File: src/rtl/axis_sweep_pkg.sv
// Shared definitions for the frame-length sweep controller: default widths and FSM encoding.
package axis_sweep_pkg;

  localparam int unsigned LEN_WIDTH_DEF = 11;
  localparam int unsigned CNT_WIDTH_DEF = 16;

  typedef enum logic [2:0] {
    ST_IDLE  = 3'd0,
    ST_ISSUE = 3'd1,
    ST_WAIT  = 3'd2,
    ST_NEXT  = 3'd3,
    ST_DONE  = 3'd4
  } sweep_state_t;

endpackage

File: src/rtl/axis_len_sweep_ctrl_if.sv
// Length-command streams to generator/DMA plus the monitor tap on the generator output.
interface axis_len_sweep_if #(
  parameter int unsigned LEN_WIDTH = axis_sweep_pkg::LEN_WIDTH_DEF
);
  logic [LEN_WIDTH-1:0] gen_len_tdata;
  logic                 gen_len_tvalid;
  logic                 gen_len_tready;
  logic [LEN_WIDTH-1:0] dma_len_tdata;
  logic                 dma_len_tvalid;
  logic                 dma_len_tready;
  logic                 mon_tvalid;
  logic                 mon_tready;
  logic                 mon_tlast;

  modport master (
    output gen_len_tdata, gen_len_tvalid,
    input  gen_len_tready,
    output dma_len_tdata, dma_len_tvalid,
    input  dma_len_tready,
    input  mon_tvalid, mon_tready, mon_tlast
  );

  modport slave (
    input  gen_len_tdata, gen_len_tvalid,
    output gen_len_tready,
    input  dma_len_tdata, dma_len_tvalid,
    output dma_len_tready,
    output mon_tvalid, mon_tready, mon_tlast
  );
endinterface

File: src/rtl/sweep_len_step.sv
// Next sweep length: cur + step, wrapping to min when the sum overflows or exceeds max.
module sweep_len_step #(
  parameter int unsigned LEN_WIDTH = axis_sweep_pkg::LEN_WIDTH_DEF
) (
  input  logic [LEN_WIDTH-1:0] cur_len,
  input  logic [LEN_WIDTH-1:0] step,
  input  logic [LEN_WIDTH-1:0] len_min,
  input  logic [LEN_WIDTH-1:0] len_max,
  output logic [LEN_WIDTH-1:0] next_len_c
);

  logic [LEN_WIDTH:0] sum;

  // Extra bit makes carry-out compare greater than any max
  always_comb begin
    sum        = {1'b0, cur_len} + {1'b0, step};
    next_len_c = (sum > {1'b0, len_max}) ? len_min : sum[LEN_WIDTH-1:0];
  end

endmodule

File: src/rtl/axis_len_sweep_ctrl.sv
// Sweeps frame lengths across [min,max], issuing each length to the generator and DMA
// and waiting for the generated frame's tlast before moving to the next length.
module axis_len_sweep_ctrl
  import axis_sweep_pkg::*;
#(
  parameter int unsigned LEN_WIDTH = LEN_WIDTH_DEF,
  parameter int unsigned CNT_WIDTH = CNT_WIDTH_DEF
) (
  input  logic                 clk,
  input  logic                 rst_n,
  input  logic                 start,
  input  logic                 abort,
  input  logic [LEN_WIDTH-1:0] cfg_len_min,
  input  logic [LEN_WIDTH-1:0] cfg_len_max,
  input  logic [LEN_WIDTH-1:0] cfg_len_step,
  input  logic [CNT_WIDTH-1:0] cfg_frame_count,
  axis_len_sweep_if.master     bus,
  output logic                 busy,
  output logic                 done,
  output logic                 cfg_err,
  output logic [CNT_WIDTH-1:0] frames_done
);

  sweep_state_t         state;
  logic [LEN_WIDTH-1:0] len_min;
  logic [LEN_WIDTH-1:0] len_max;
  logic [LEN_WIDTH-1:0] len_step;
  logic [CNT_WIDTH-1:0] frame_count;
  logic [LEN_WIDTH-1:0] cur_len;
  logic [LEN_WIDTH-1:0] next_len_c;
  logic                 abort_pend;
  logic                 gen_tvalid;
  logic [LEN_WIDTH-1:0] gen_tdata;
  logic                 dma_tvalid;
  logic [LEN_WIDTH-1:0] dma_tdata;

  logic cfg_ok_c;
  logic gen_hs_c;
  logic dma_hs_c;
  logic last_hs_c;
  logic stop_c;

  assign bus.gen_len_tvalid = gen_tvalid;
  assign bus.gen_len_tdata  = gen_tdata;
  assign bus.dma_len_tvalid = dma_tvalid;
  assign bus.dma_len_tdata  = dma_tdata;

  assign cfg_ok_c  = (cfg_len_min != '0) && (cfg_len_min <= cfg_len_max);
  assign gen_hs_c  = gen_tvalid & bus.gen_len_tready;
  assign dma_hs_c  = dma_tvalid & bus.dma_len_tready;
  assign last_hs_c = bus.mon_tvalid & bus.mon_tready & bus.mon_tlast;
  // An abort arriving in NEXT itself also ends the sweep
  assign stop_c    = abort_pend | abort |
                     ((frame_count != '0) && (frames_done == frame_count));

  sweep_len_step #(.LEN_WIDTH(LEN_WIDTH)) u_step (
    .cur_len    (cur_len),
    .step       (len_step),
    .len_min    (len_min),
    .len_max    (len_max),
    .next_len_c (next_len_c)
  );

  always_ff @(posedge clk or negedge rst_n) begin
    if (!rst_n) begin
      state       <= ST_IDLE;
      len_min     <= '0;
      len_max     <= '0;
      len_step    <= '0;
      frame_count <= '0;
      cur_len     <= '0;
      abort_pend  <= 1'b0;
      gen_tvalid  <= 1'b0;
      gen_tdata   <= '0;
      dma_tvalid  <= 1'b0;
      dma_tdata   <= '0;
      busy        <= 1'b0;
      done        <= 1'b0;
      cfg_err     <= 1'b0;
      frames_done <= '0;
    end else begin
      done    <= 1'b0;
      cfg_err <= 1'b0;
      case (state)
        ST_IDLE: begin
          if (start) begin
            if (cfg_ok_c) begin
              len_min     <= cfg_len_min;
              len_max     <= cfg_len_max;
              len_step    <= cfg_len_step;
              frame_count <= cfg_frame_count;
              cur_len     <= cfg_len_min;
              frames_done <= '0;
              abort_pend  <= 1'b0;
              gen_tvalid  <= 1'b1;
              gen_tdata   <= cfg_len_min;
              dma_tvalid  <= 1'b1;
              dma_tdata   <= cfg_len_min;
              busy        <= 1'b1;
              state       <= ST_ISSUE;
            end else begin
              cfg_err <= 1'b1;
            end
          end
        end
        ST_ISSUE: begin
          if (abort) abort_pend <= 1'b1;
          if (gen_hs_c) gen_tvalid <= 1'b0;
          if (dma_hs_c) dma_tvalid <= 1'b0;
          if ((gen_hs_c || !gen_tvalid) && (dma_hs_c || !dma_tvalid)) state <= ST_WAIT;
        end
        ST_WAIT: begin
          if (abort) abort_pend <= 1'b1;
          if (last_hs_c) begin
            if (frames_done != '1) frames_done <= frames_done + CNT_WIDTH'(1);
            state <= ST_NEXT;
          end
        end
        ST_NEXT: begin
          if (abort) abort_pend <= 1'b1;
          if (stop_c) begin
            done  <= 1'b1;
            state <= ST_DONE;
          end else begin
            cur_len    <= next_len_c;
            gen_tvalid <= 1'b1;
            gen_tdata  <= next_len_c;
            dma_tvalid <= 1'b1;
            dma_tdata  <= next_len_c;
            state      <= ST_ISSUE;
          end
        end
        ST_DONE: begin
          busy  <= 1'b0;
          state <= ST_IDLE;
        end
        default: begin
          busy       <= 1'b0;
          gen_tvalid <= 1'b0;
          dma_tvalid <= 1'b0;
          state      <= ST_IDLE;
        end
      endcase
    end
  end

endmodule

File: src/flat_wrapper.sv
// flat-port wrapper written by rule: the top's interface ports become plain ports
module axis_len_sweep_ctrl_flat import axis_sweep_pkg::*;
#(
  parameter int unsigned LEN_WIDTH = LEN_WIDTH_DEF,
  parameter int unsigned CNT_WIDTH = CNT_WIDTH_DEF
)
  (clk, rst_n, start, abort, cfg_len_min, cfg_len_max, cfg_len_step, cfg_frame_count, busy, done, cfg_err, frames_done, bus_gen_len_tdata, bus_gen_len_tvalid, bus_gen_len_tready, bus_dma_len_tdata, bus_dma_len_tvalid, bus_dma_len_tready, bus_mon_tvalid, bus_mon_tready, bus_mon_tlast);
  axis_len_sweep_if #(.LEN_WIDTH(LEN_WIDTH)) bus_i ();
  input  logic clk;
  input  logic rst_n;
  input  logic start;
  input  logic abort;
  input  logic [LEN_WIDTH-1:0] cfg_len_min;
  input  logic [LEN_WIDTH-1:0] cfg_len_max;
  input  logic [LEN_WIDTH-1:0] cfg_len_step;
  input  logic [CNT_WIDTH-1:0] cfg_frame_count;
  output logic busy;
  output logic done;
  output logic cfg_err;
  output logic [CNT_WIDTH-1:0] frames_done;
  output wire logic [$bits(bus_i.gen_len_tdata)-1:0] bus_gen_len_tdata;
  output wire logic [$bits(bus_i.gen_len_tvalid)-1:0] bus_gen_len_tvalid;
  input wire logic [$bits(bus_i.gen_len_tready)-1:0] bus_gen_len_tready;
  output wire logic [$bits(bus_i.dma_len_tdata)-1:0] bus_dma_len_tdata;
  output wire logic [$bits(bus_i.dma_len_tvalid)-1:0] bus_dma_len_tvalid;
  input wire logic [$bits(bus_i.dma_len_tready)-1:0] bus_dma_len_tready;
  input wire logic [$bits(bus_i.mon_tvalid)-1:0] bus_mon_tvalid;
  input wire logic [$bits(bus_i.mon_tready)-1:0] bus_mon_tready;
  input wire logic [$bits(bus_i.mon_tlast)-1:0] bus_mon_tlast;
  assign bus_gen_len_tdata = bus_i.gen_len_tdata;
  assign bus_gen_len_tvalid = bus_i.gen_len_tvalid;
  assign bus_i.gen_len_tready = bus_gen_len_tready;
  assign bus_dma_len_tdata = bus_i.dma_len_tdata;
  assign bus_dma_len_tvalid = bus_i.dma_len_tvalid;
  assign bus_i.dma_len_tready = bus_dma_len_tready;
  assign bus_i.mon_tvalid = bus_mon_tvalid;
  assign bus_i.mon_tready = bus_mon_tready;
  assign bus_i.mon_tlast = bus_mon_tlast;
  axis_len_sweep_ctrl #(.LEN_WIDTH(LEN_WIDTH), .CNT_WIDTH(CNT_WIDTH)) u_core (.clk(clk), .rst_n(rst_n), .start(start), .abort(abort), .cfg_len_min(cfg_len_min), .cfg_len_max(cfg_len_max), .cfg_len_step(cfg_len_step), .cfg_frame_count(cfg_frame_count), .bus(bus_i), .busy(busy), .done(done), .cfg_err(cfg_err), .frames_done(frames_done));
endmodule
File: config.mk
export PLATFORM = sky130hd
export DESIGN_NAME = axis_len_sweep_ctrl_flat
export DESIGN_NICKNAME = d
export VERILOG_FILES = /design/src/rtl/axis_sweep_pkg.sv /design/src/rtl/axis_len_sweep_ctrl_if.sv /design/src/rtl/sweep_len_step.sv /design/src/rtl/axis_len_sweep_ctrl.sv /design/src/flat_wrapper.sv
export SDC_FILE = /design/constraint.sdc
export NUM_CORES = 1
export LEC_CHECK = 0
export ABC_AREA = 1
export BUFFER_PORTS_ARGS = -buffer_cell sky130_fd_sc_hd__buf_2
export CAP_MARGIN = 0
export CORE_MARGIN = 2
export CORE_UTILIZATION = 57
export CTS_CLUSTER_SIZE = 30
export DETAILED_ROUTE_END_ITERATION = 8
export PLACE_DENSITY = 0.83
export SETUP_SLACK_MARGIN = 0.4
export SYNTH_ARGS = -nofsm -noshare
export SYNTH_HDL_FRONTEND = slang
export SYNTH_SLANG_ARGS = --single-unit
export TNS_END_PERCENT = 100
File: constraint.sdc
create_clock -name clk -period 4.3 [get_ports clk]
set_clock_uncertainty 0.05 [all_clocks]
set_input_delay 0.43 -clock clk [delete_from_list [all_inputs] [get_ports clk]]
set_output_delay 0.43 -clock clk [all_outputs]
set_load 0.02 [all_outputs]
==> run metrics, run 1 <==
status finished clean; FF+latch area 2130 um2; Critical Path Fanout Max 12; R2R Path Start u_core.cur_len[0]$_DFFE_PN0P_; Synth area leader dfrtp_1; placed wire-length estimate 10.1 mm; R2R cell count 22; ANT cells 0; clock buffer depth 2; post-synthesis sequential area ratio 37.3%; asr flop ratio synth 100%; critical path type register to register; post-placement cell count 984; Tot GR Track Use 26.1%; relative slew slack 28.9%; TritonCTS sink count 85; Die Y 104 um; Yosys top cell area share 37.3%; initial antenna violation count 0; class of the worst hold path primary input to asynchronous set/reset pin; multi-input logic area 2870 um2; Core Rows 36; M1 WL 5.49 mm; final-report setup violation count 0; drc violations 0; pin count of the biggest net entering global routing 86; placed inst area 6150 um2; DR WL met2 6.89 mm; synthesized net count 876; fmax 0.280 GHz; Post-CTS Setup Bufs 0; fillcell total 897; critical path startpoint category register; vias in the first global route 4947; Distinct cells, synth 40; Yosys reg bits 85; total grt overflow 0; Syn Inst Count 783; worst setup path startpoint u_core.cur_len[0]$_DFFE_PN0P_; most frequent cells after synthesis 233 x nand2_1, 116 x inv_1, 85 x dfrtp_1; Final Instance Count excl. Fillers 1000; WHS 190 ps; Core Region 9730 um2; TNS Setup 0 ps; vias per inst 5.12; crit end category register; full die area 10800 um2; power density cells 831 nW/um2; CTS H-tree depth 3; Final Instance Area 6350 um2; RSZ-0062 raised after global routing no; TritonCTS buffer count 9; ys flop type dfrtp_1; CTS tree built; DR WL/cell 13.4 um; Port Buffers 100; drt total wl 13.4 mm; Final GP Congestion 0.913; crit path DAT 3810 ps; Worst-path clk slew 100 ps; r2r endpoint u_core.cur_len[8]$_DFFE_PN0P_; crit path to u_core.cur_len[8]$_DFFE_PN0P_; r2r setup slk 730 ps; via count 5115; Period Utilization, post-route 83.1%; final hold violation count 0; Data required, critical path 4530 ps; starting density of the core 58.6%; crit path time final 3570 ps; Clk Latency, worst-skew pair 360 ps; count leader, synth nand2_1; global-route wire length before repair 23.0 mm; uppermost layer routed met4; die width 104 um; Yosys Warn Count 0; measured slew at the worst slew-check pin 1070 ps; CTS Root Cell clkbuf_8; initial DRC count 261; Final ANT Viol Nets 0; EDFF count, synth 0; Top-Level Pins 101; DRT Pass-1 Iters 4; max-slew violations 0; fin nets 955; met3 routed WL 655 um; proportion of layout cells with a drive suffix above 1 18.8%; MaxCap Viol Count 0; Area contributors post-synth dfrtp_1 37%, nand2_1 15%, inv_1 7.6%, ha_1 7.5%, nand3_1 4.7%; Syn Std Cell Area 5700 um2; area delta synth->final 11.3%; Leakage 3.44 nW; mean post-synth cell area 7.28 um2; Worst VDD drop 558 uV; Final Util 65.3%
[layout make-up]
class | count | area share (%)
multi-input combinational | 541 | 45.2
tap | 133 | 2.62
clock buffer | 11 | 2.23
clock inverter | 5 | 0.926
timing repair buffer | 101 | 8.24
inverter | 124 | 7.33
sequential | 85 | 33.5
[repair_timing]
action                                  4_1_cts  5_1_grt
resized for setup                             0        1
hold buffers                                  0        0
endpoints found under the setup margin        0       11
[layer usage]
layer	up-vias	track usage, %
met5	-	0
met2	127	45.5
met3	24	5.51
met1	2362	32.0
li1	2602	-
met4	0	9.27
[worst min path at each step]
stage / from / to / cells past startpoint / slack [ps]
2_1_floorplan: rst_n / u_core.abort_pend$_DFFE_PN0P_ / 0 / 80
3_3_place_gp: u_core.len_step[2]$_DFFE_PN0P_ / u_core.len_step[2]$_DFFE_PN0P_ / 2 / 410
3_5_place_dp: u_core.len_step[7]$_DFFE_PN0P_ / u_core.len_step[7]$_DFFE_PN0P_ / 2 / 420
4_1_cts: cfg_len_step[0] / u_core.len_step[0]$_DFFE_PN0P_ / 3 / 210
5_1_grt: cfg_len_step[6] / u_core.len_step[6]$_DFFE_PN0P_ / 3 / 200
6_report: rst_n / u_core.frames_done[0]$_DFFE_PN0P_ / 1 / 190
[state kept, by name (all words and copies together), names as in the netlist, 3 cells and up]
name	flops
u_core.cur_len	11
u_core.frames_done	16
u_core.len_step	11
u_core.len_min	11
u_core.frame_count	16
u_core.len_max	11
u_core.state	3
[metrics by stage]
stage,total power [mW],worst slack (ps)
after floorplan,4.08,1150
after global placement,4.59,819
after detailed placement,4.68,683
after CTS,5.29,640
after global routing,5.85,453
final,5.28,727
[where the power goes]
group / internal [mW] / switching, mW
combinational: 1.14 / 2.18
sequential: 1.12 / 0.240
clock: 0.286 / 0.300
total: 2.55 / 2.72
[placed cells by master, fill, tap and decap left out, drive strengths merged]
master      n
nor3       11
xor2        8
or2         5
o21ai      57
nand3b      1
xnor2      11
clkinv      1
clkinvlp    2
fa          1
buf       101
nor4        3
a21o        4
clkbuf     11
nand4       8
inv       125
nand2     238
nor2       70
o21a        1
o211ai      1
nand3      55
bufinv      1
ha         34
a31oi       2
o22ai       2
a21oi      27
o31ai       1
dfrtp      85
a22oi       1
[worst max-delay path, stage by stage (launching register included)]
cell     delay [ps]
dfrtp_1         430
ha_1            250
fa_1            420
nand2_1         100
nand2_1          50
o21ai_0         110
o21ai_0         180
xnor2_1         210
inv_1            70
ha_1            260
nand2_1          80
a21oi_1          40
nor2_1           80
nand2_1          50
nand2_1          50
nand2_1          40
nand2_1          50
nand2_1          40
nand2_1         310
nand2_2         270
nand2_1         130
nand3_1          80
a21oi_2         150
[cell families after synthesis]
kind of cell	Yosys count	share of synthesized area, %
AND/OR/NAND/NOR	391	29.6
XOR/XNOR	19	3.05
flip-flops	85	37.3
AO/OA/AOI/OAI	96	9.74
adder cells (fa/ha/maj)	35	7.81
buffers and inverters	157	12.5
No activity file was read; power rests on OpenSTA's default activity.
==> inputs of run 2 (changes only) <==
--- a/config.mk
+++ b/config.mk
@@ -9,10 +9,10 @@
 export BUFFER_PORTS_ARGS = -buffer_cell sky130_fd_sc_hd__buf_2
 export CAP_MARGIN = 0
 export CORE_MARGIN = 2
-export CORE_UTILIZATION = 57
+export CORE_UTILIZATION = 51
 export CTS_CLUSTER_SIZE = 30
 export DETAILED_ROUTE_END_ITERATION = 8
-export PLACE_DENSITY = 0.83
+export PLACE_DENSITY = 0.79
 export SETUP_SLACK_MARGIN = 0.4
 export SYNTH_ARGS = -nofsm -noshare
 export SYNTH_HDL_FRONTEND = slang
==> constraint.sdc (replaced) <==
create_clock -name clk -period 3 [get_ports clk]
set_clock_uncertainty 0.05 [all_clocks]
set_input_delay 0.3 -clock clk [delete_from_list [all_inputs] [get_ports clk]]
set_output_delay 0.3 -clock clk [all_outputs]
set_load 0.02 [all_outputs]
==> run metrics, run 2 (synthesis results as in run 1) <==
crit path time final 3040 ps (-533 ps); DR WL/cell 13.9 um (+3.9%); Leakage 3.66 nW (+6.4%); CTS Root Cell clkbuf_8; total grt overflow 0 (unchanged); Tot GR Track Use 24.4% (-1.7 points); Final ANT Viol Nets 0 (unchanged); crit end category register; MaxCap Viol Count 0 (unchanged); met1 usage 35.1% (+3.0 points); placed inst area 6360 um2 (+3.4%); max-slew violations 0 (unchanged); PnR worst setup slack -40.1 ps (-767 ps); drc violations 0 (unchanged); clock buffer depth 2 (unchanged); DRT Pass-1 Iters 6 (+2); met2 usage 37.4% (-8.1 points); ANT cells 0 (unchanged); Top-Level Pins 101 (unchanged); pin count of the biggest net entering global routing 48 (-44%); global-route wire length before repair 22.8 mm (-0.63%); Period Utilization, post-route 101% (+18 points); die width 110 um (+5.5%); Worst VDD drop 849 uV (+52%); Data required, critical path 3230 ps (-1300 ps); Clk Latency, worst-skew pair 360 ps (about the same); critical path startpoint category register; GRT Max-Usage Layer met2; CTS H-tree depth 3 (unchanged); initial antenna violation count 0 (unchanged); Worst-path clk slew 90 ps (about the same); measured slew at the worst slew-check pin 587 ps (-480 ps); DP Worst Slack 19.3 ps (-664 ps); RSZ-0062 raised after global routing yes; TritonCTS sink count 85 (unchanged); Pwr Total 9.34 mW (+77%); relative slew slack 60.8% (+32 points); Core Rows 38 (+5.6%); area delta synth->final 21.1%; proportion of layout cells with a drive suffix above 1 26.1% (+7.3 points); drt total wl 14.5 mm (+8.0%); class of the worst hold path primary input to register; Port Buffers 100 (unchanged); TritonCTS buffer count 9 (unchanged); TNS Setup -112 ps (-112 ps); status finished, violations left; Final Instance Count excl. Fillers 1040 (+4.0%); final hold violation count 0 (unchanged); crit path DAT 3270 ps (-540 ps); critical path type register to register; fin nets 988 (+3.5%); final-report setup violation count 8 (+8); placed wire-length estimate 10.4 mm (+3.4%); starting density of the core 52.4% (-6.2 points); Final Instance Area 6910 um2 (+8.8%); Final GP Congestion 0.870 (-4.8%); power density cells 1350 nW/um2 (+63%); full die area 12000 um2 (+11%); initial DRC count 439 (+68%); violated checks setup timing; via count 5349 (+4.6%); Core Region 10900 um2 (+12%); post-placement cell count 1015 (+3.2%); Critical Path Fanout Max 11 (-1); fmax 0.329 GHz (+18%); most common cell after layout, fill and taps aside nand2_1; GRT met3 Usage 4.27% (-1.2 points); WHS 86.6 ps (-104 ps); vias in the first global route 4733 (-4.3%); commonest non-fill, non-tap cells in the layout 222 x nand2_1, 116 x inv_1, 99 x buf_2; CTS tree built; fillcell total 955 (+6.5%); vias per inst 5.14 (+0.55%); Die Y 110 um (+5.5%); Final Util 63.5% (-1.8 points); registers with the most flip-flops u_core.frame_count (16), u_core.frames_done (16)
[run 2: changes by cell type in the layout (fill, tap and decap cells not counted), moves of 8 or more]
cell | previous run | this run
ha_1 | 34 | 25
buf_4 | 1 | 31
ha_4 | 0 | 8
nand2_2 | 4 | 13
nand2_1 | 232 | 222
[run 2: worst max-delay path, stage by stage, from the launching register on]
cell,delay (ps)
dfrtp_2,430
ha_4,170
fa_2,350
nand2_2,90
nand2_2,60
o21ai_2,80
o21ai_2,110
xnor2_2,200
inv_1,90
ha_4,280
nand2_4,60
nor2_4,120
nand2_1,60
nand2_1,70
nand2_1,60
nand2_1,50
nand2_1,50
nand2_1,60
nand2_2,70
buf_6,150
nand3_1,70
nand3_1,90
a21oi_1,150
[run 2: path summary, 6_finish.rpt]
check,to,slack (ps),from,cells past startpoint
max,u_core.cur_len[1]$_DFFE_PN0P_,-40,u_core.cur_len[0]$_DFFE_PN0P_,22
min reg2reg,u_core.len_step[10]$_DFFE_PN0P_,440,u_core.len_step[10]$_DFFE_PN0P_,2
max reg2reg,u_core.cur_len[1]$_DFFE_PN0P_,-40,u_core.cur_len[0]$_DFFE_PN0P_,22
max in group asynchronous,u_core.state[0]$_DFFE_PN0P_,1740,rst_n,3
min,u_core.len_step[5]$_DFFE_PN0P_,90,cfg_len_step[5],3
min in group asynchronous,u_core.len_step[5]$_DFFE_PN0P_,440,rst_n,2
[run 2: area by class of cell]
type	instances	area [um2]	area share [%]
timing repair buffer	134	781	11.3
inverter	124	465	6.74
tap	140	175	2.54
multi-input combinational	541	3100	44.8
sequential	85	2130	30.8
clock buffer	10	128	1.85
clock inverter	6	134	1.94
[run 2: per-layer routing]
layer  up-vias  wire, um
met5         -         0
met4         0       239
met3        23      1020
met2       189      6460
met1      2469      6740
li1       2668         -
[run 2: power breakdown]
| part | leakage [nW] | switching [mW] | internal (mW) |
|---|---|---|---|
| combinational | 2.48 | 3.78 | 2.52 |
| clock | 0.131 | 0.421 | 0.639 |
| sequential | 1.06 | 0.368 | 1.61 |
[run 2: what timing repair did]
action / 4_1_cts / 5_1_grt
hold buffers: 1 / 0
setup endpoints to repair: 11 / 11
pin swaps: 8 / 15
endpoints found under the hold margin: 45 / 0
buffers inserted: 4 / 4
resized for setup: 19 / 22
==> inputs of run 3 (changes only) <==
--- a/config.mk
+++ b/config.mk
@@ -13,6 +13,7 @@
 export CTS_CLUSTER_SIZE = 30
 export DETAILED_ROUTE_END_ITERATION = 8
 export PLACE_DENSITY = 0.79
+export REMOVE_ABC_BUFFERS = 1
 export SETUP_SLACK_MARGIN = 0.4
 export SYNTH_ARGS = -nofsm -noshare
 export SYNTH_HDL_FRONTEND = slang
==> run metrics, run 3 (synthesis results as in run 1) <==
status finished, violations left; violated checks setup timing; proportion of layout cells with a drive suffix above 1 24.7% (-1.4 points); placed wire-length estimate 10.3 mm (-0.94%); Tot GR Track Use 24.9% (+0.49 points); RSZ-0062 raised after global routing yes; drt total wl 14.3 mm (-0.98%); Worst-path clk slew 80 ps (about the same); CTS tree built; via count 5326 (-0.43%); fmax 0.324 GHz (-1.6%); pin count of the biggest net entering global routing 86 (+79%); vias per inst 5.13 (-0.33%); Pwr Total 8.91 mW (-4.7%); TritonCTS buffer count 9 (unchanged); Buf+Inv Stages, Crit Path 3 (+1); CP max stage delay 440 ps (about the same); drc violations 0 (unchanged); final hold violation count 0 (unchanged); most common cell after layout, fill and taps aside nand2_1; MaxCap Viol Count 0 (unchanged); vias in the first global route 4911 (+3.8%); Core Rows 38 (unchanged); initial DRC count 400 (-8.9%); Data required, critical path 3250 ps (+20 ps); Clk Latency, worst-skew pair 370 ps (about the same); initial antenna violation count 0 (unchanged); post-placement cell count 1021 (+0.59%); Final Instance Count excl. Fillers 1039 (-0.096%); area delta synth->final 18.7%; global-route wire length before repair 23.3 mm (+2.1%); clock buffer depth 2 (unchanged); critical path startpoint category register; starting density of the core 52.4% (unchanged); full die area 12000 um2 (unchanged); critical path's most frequent cell nand2_1; crit path max-delay cell type dfrtp_1; DRT Pass-1 Iters 5 (-1); Die Y 110 um (unchanged); PnR worst setup slack -88.9 ps (-48.8 ps); max-slew violations 0 (unchanged); final-report setup violation count 11 (+3); CP top delay family simple AND/OR/NAND/NOR gates; Top-Level Pins 101 (unchanged); TritonCTS sink count 85 (unchanged); CTS H-tree depth 3 (unchanged); Worst VDD drop 731 uV (-14%); crit path time final 3090 ps (+48.8 ps); registers with the most flip-flops u_core.frame_count (16), u_core.frames_done (16); class of the worst hold path primary input to asynchronous set/reset pin; die width 110 um (unchanged); ANT cells 0 (unchanged); fin nets 988 (unchanged); TNS Setup -715 ps (-603 ps); crit path DAT 3340 ps (+70 ps); Critical Path Fanout Max 11 (unchanged); fillcell total 963 (+0.84%); total grt overflow 0 (unchanged); critical path type register to register; WHS 55.7 ps (-30.9 ps); measured slew at the worst slew-check pin 1070 ps (+487 ps); DR WL/cell 13.8 um (-0.89%); commonest non-fill, non-tap cells in the layout 224 x nand2_1, 116 x inv_1, 99 x buf_2; Core Region 10900 um2 (unchanged); Port Buffers 100 (unchanged); CTS Root Cell clkbuf_8; relative slew slack 28.4% (-32 points); Period Utilization, post-route 103% (+1.6 points); Leakage 3.63 nW (-1.0%); crit-path cells ha_4, buf_4, nand2_1, o21ai_0, nand2_1, nand3_1, nand2_1, nand2_1, inv_1, ha_1, nand3_1, nor3_2, nand2_1, nand2_2, nand2_2, buf_12, nand2_1, nand3_2, a21oi_2; Final GP Congestion 0.917 (+5.5%); crit end category register; Final ANT Viol Nets 0 (unchanged); power density cells 1320 nW/um2 (-2.7%)
==> run 3: cell types whose count changed in the layout (fill, tap and decap cells not counted), moves of 2 or more <==
cell / before / now
ha_1: 25 / 30
bufinv_16: 4 / 1
o21ai_4: 0 / 2
nand2_1: 222 / 224
nor2_1: 59 / 61
o21ai_2: 4 / 2
ha_4: 8 / 3
nand2_2: 13 / 11
==> run 3: path summary, 6_finish.rpt <==
path,start,end,slack [ps],cells after the start
min,rst_n,u_core.len_max[6]$_DFFE_PN0P_,60,1
max reg2reg,u_core.cur_len[4]$_DFFE_PN0P_,u_core.cur_len[9]$_DFFE_PN0P_,-90,19
max,u_core.cur_len[4]$_DFFE_PN0P_,u_core.cur_len[9]$_DFFE_PN0P_,-90,19
min reg2reg,u_core.len_step[3]$_DFFE_PN0P_,u_core.len_step[3]$_DFFE_PN0P_,440,2
max in group asynchronous,rst_n,u_core.done$_DFF_PN0_,2140,1
min in group clk,cfg_frame_count[5],u_core.frame_count[5]$_DFFE_PN0P_,80,3
==> run 3: cell type report <==
type / count / area (um2) / share of cell area [%]
Multi-Input combinational cell: 541 / 3020 / 44.7
Sequential cell: 85 / 2130 / 31.4
Timing Repair Buffer: 134 / 787 / 11.6
Inverter: 124 / 465 / 6.87
Tap cell: 140 / 175 / 2.59
Clock buffer: 12 / 145 / 2.14
Clock inverter: 3 / 46.3 / 0.684
==> run 3: report_power, final <==
| part | total [mW] | switching [mW] | internal [mW] | leakage [nW] |
|---|---|---|---|---|
| registers | 1.95 | 0.336 | 1.61 | 1.06 |
| logic | 6.13 | 3.70 | 2.43 | 2.48 |
| clock network | 0.834 | 0.428 | 0.406 | 0.0927 |
==> run 3: per-stage QoR <==
step | setup WS [ps] | area (um2) | utilization (%)
after floorplan | -353 | 5460 | -
after global placement | -17.7 | 6390 | 58.7
after detailed placement | -255 | 6390 | 58.7
after CTS | 1.36 | 6660 | 61.2
after global routing | -217 | 6770 | 62.2
final | -88.9 | 6770 | 62.2
==> run 3: layer usage <==
metal	wire length (um)	vias up	track usage, %	part of all wire (%)
li1	-	2664	-	-
met1	6930	2499	35.9	48
met2	6510	144	38.1	45
met3	645	19	3.50	4.5
met4	231	0	8.86	1.6
met5	0	-	0	0
==> run 3: what timing repair did <==
item	CTS	global route
endpoints found under the setup margin	11	11
pin swaps	5	11
hold buffers	0	0
buffers inserted	1	2
gates resized for setup	20	17
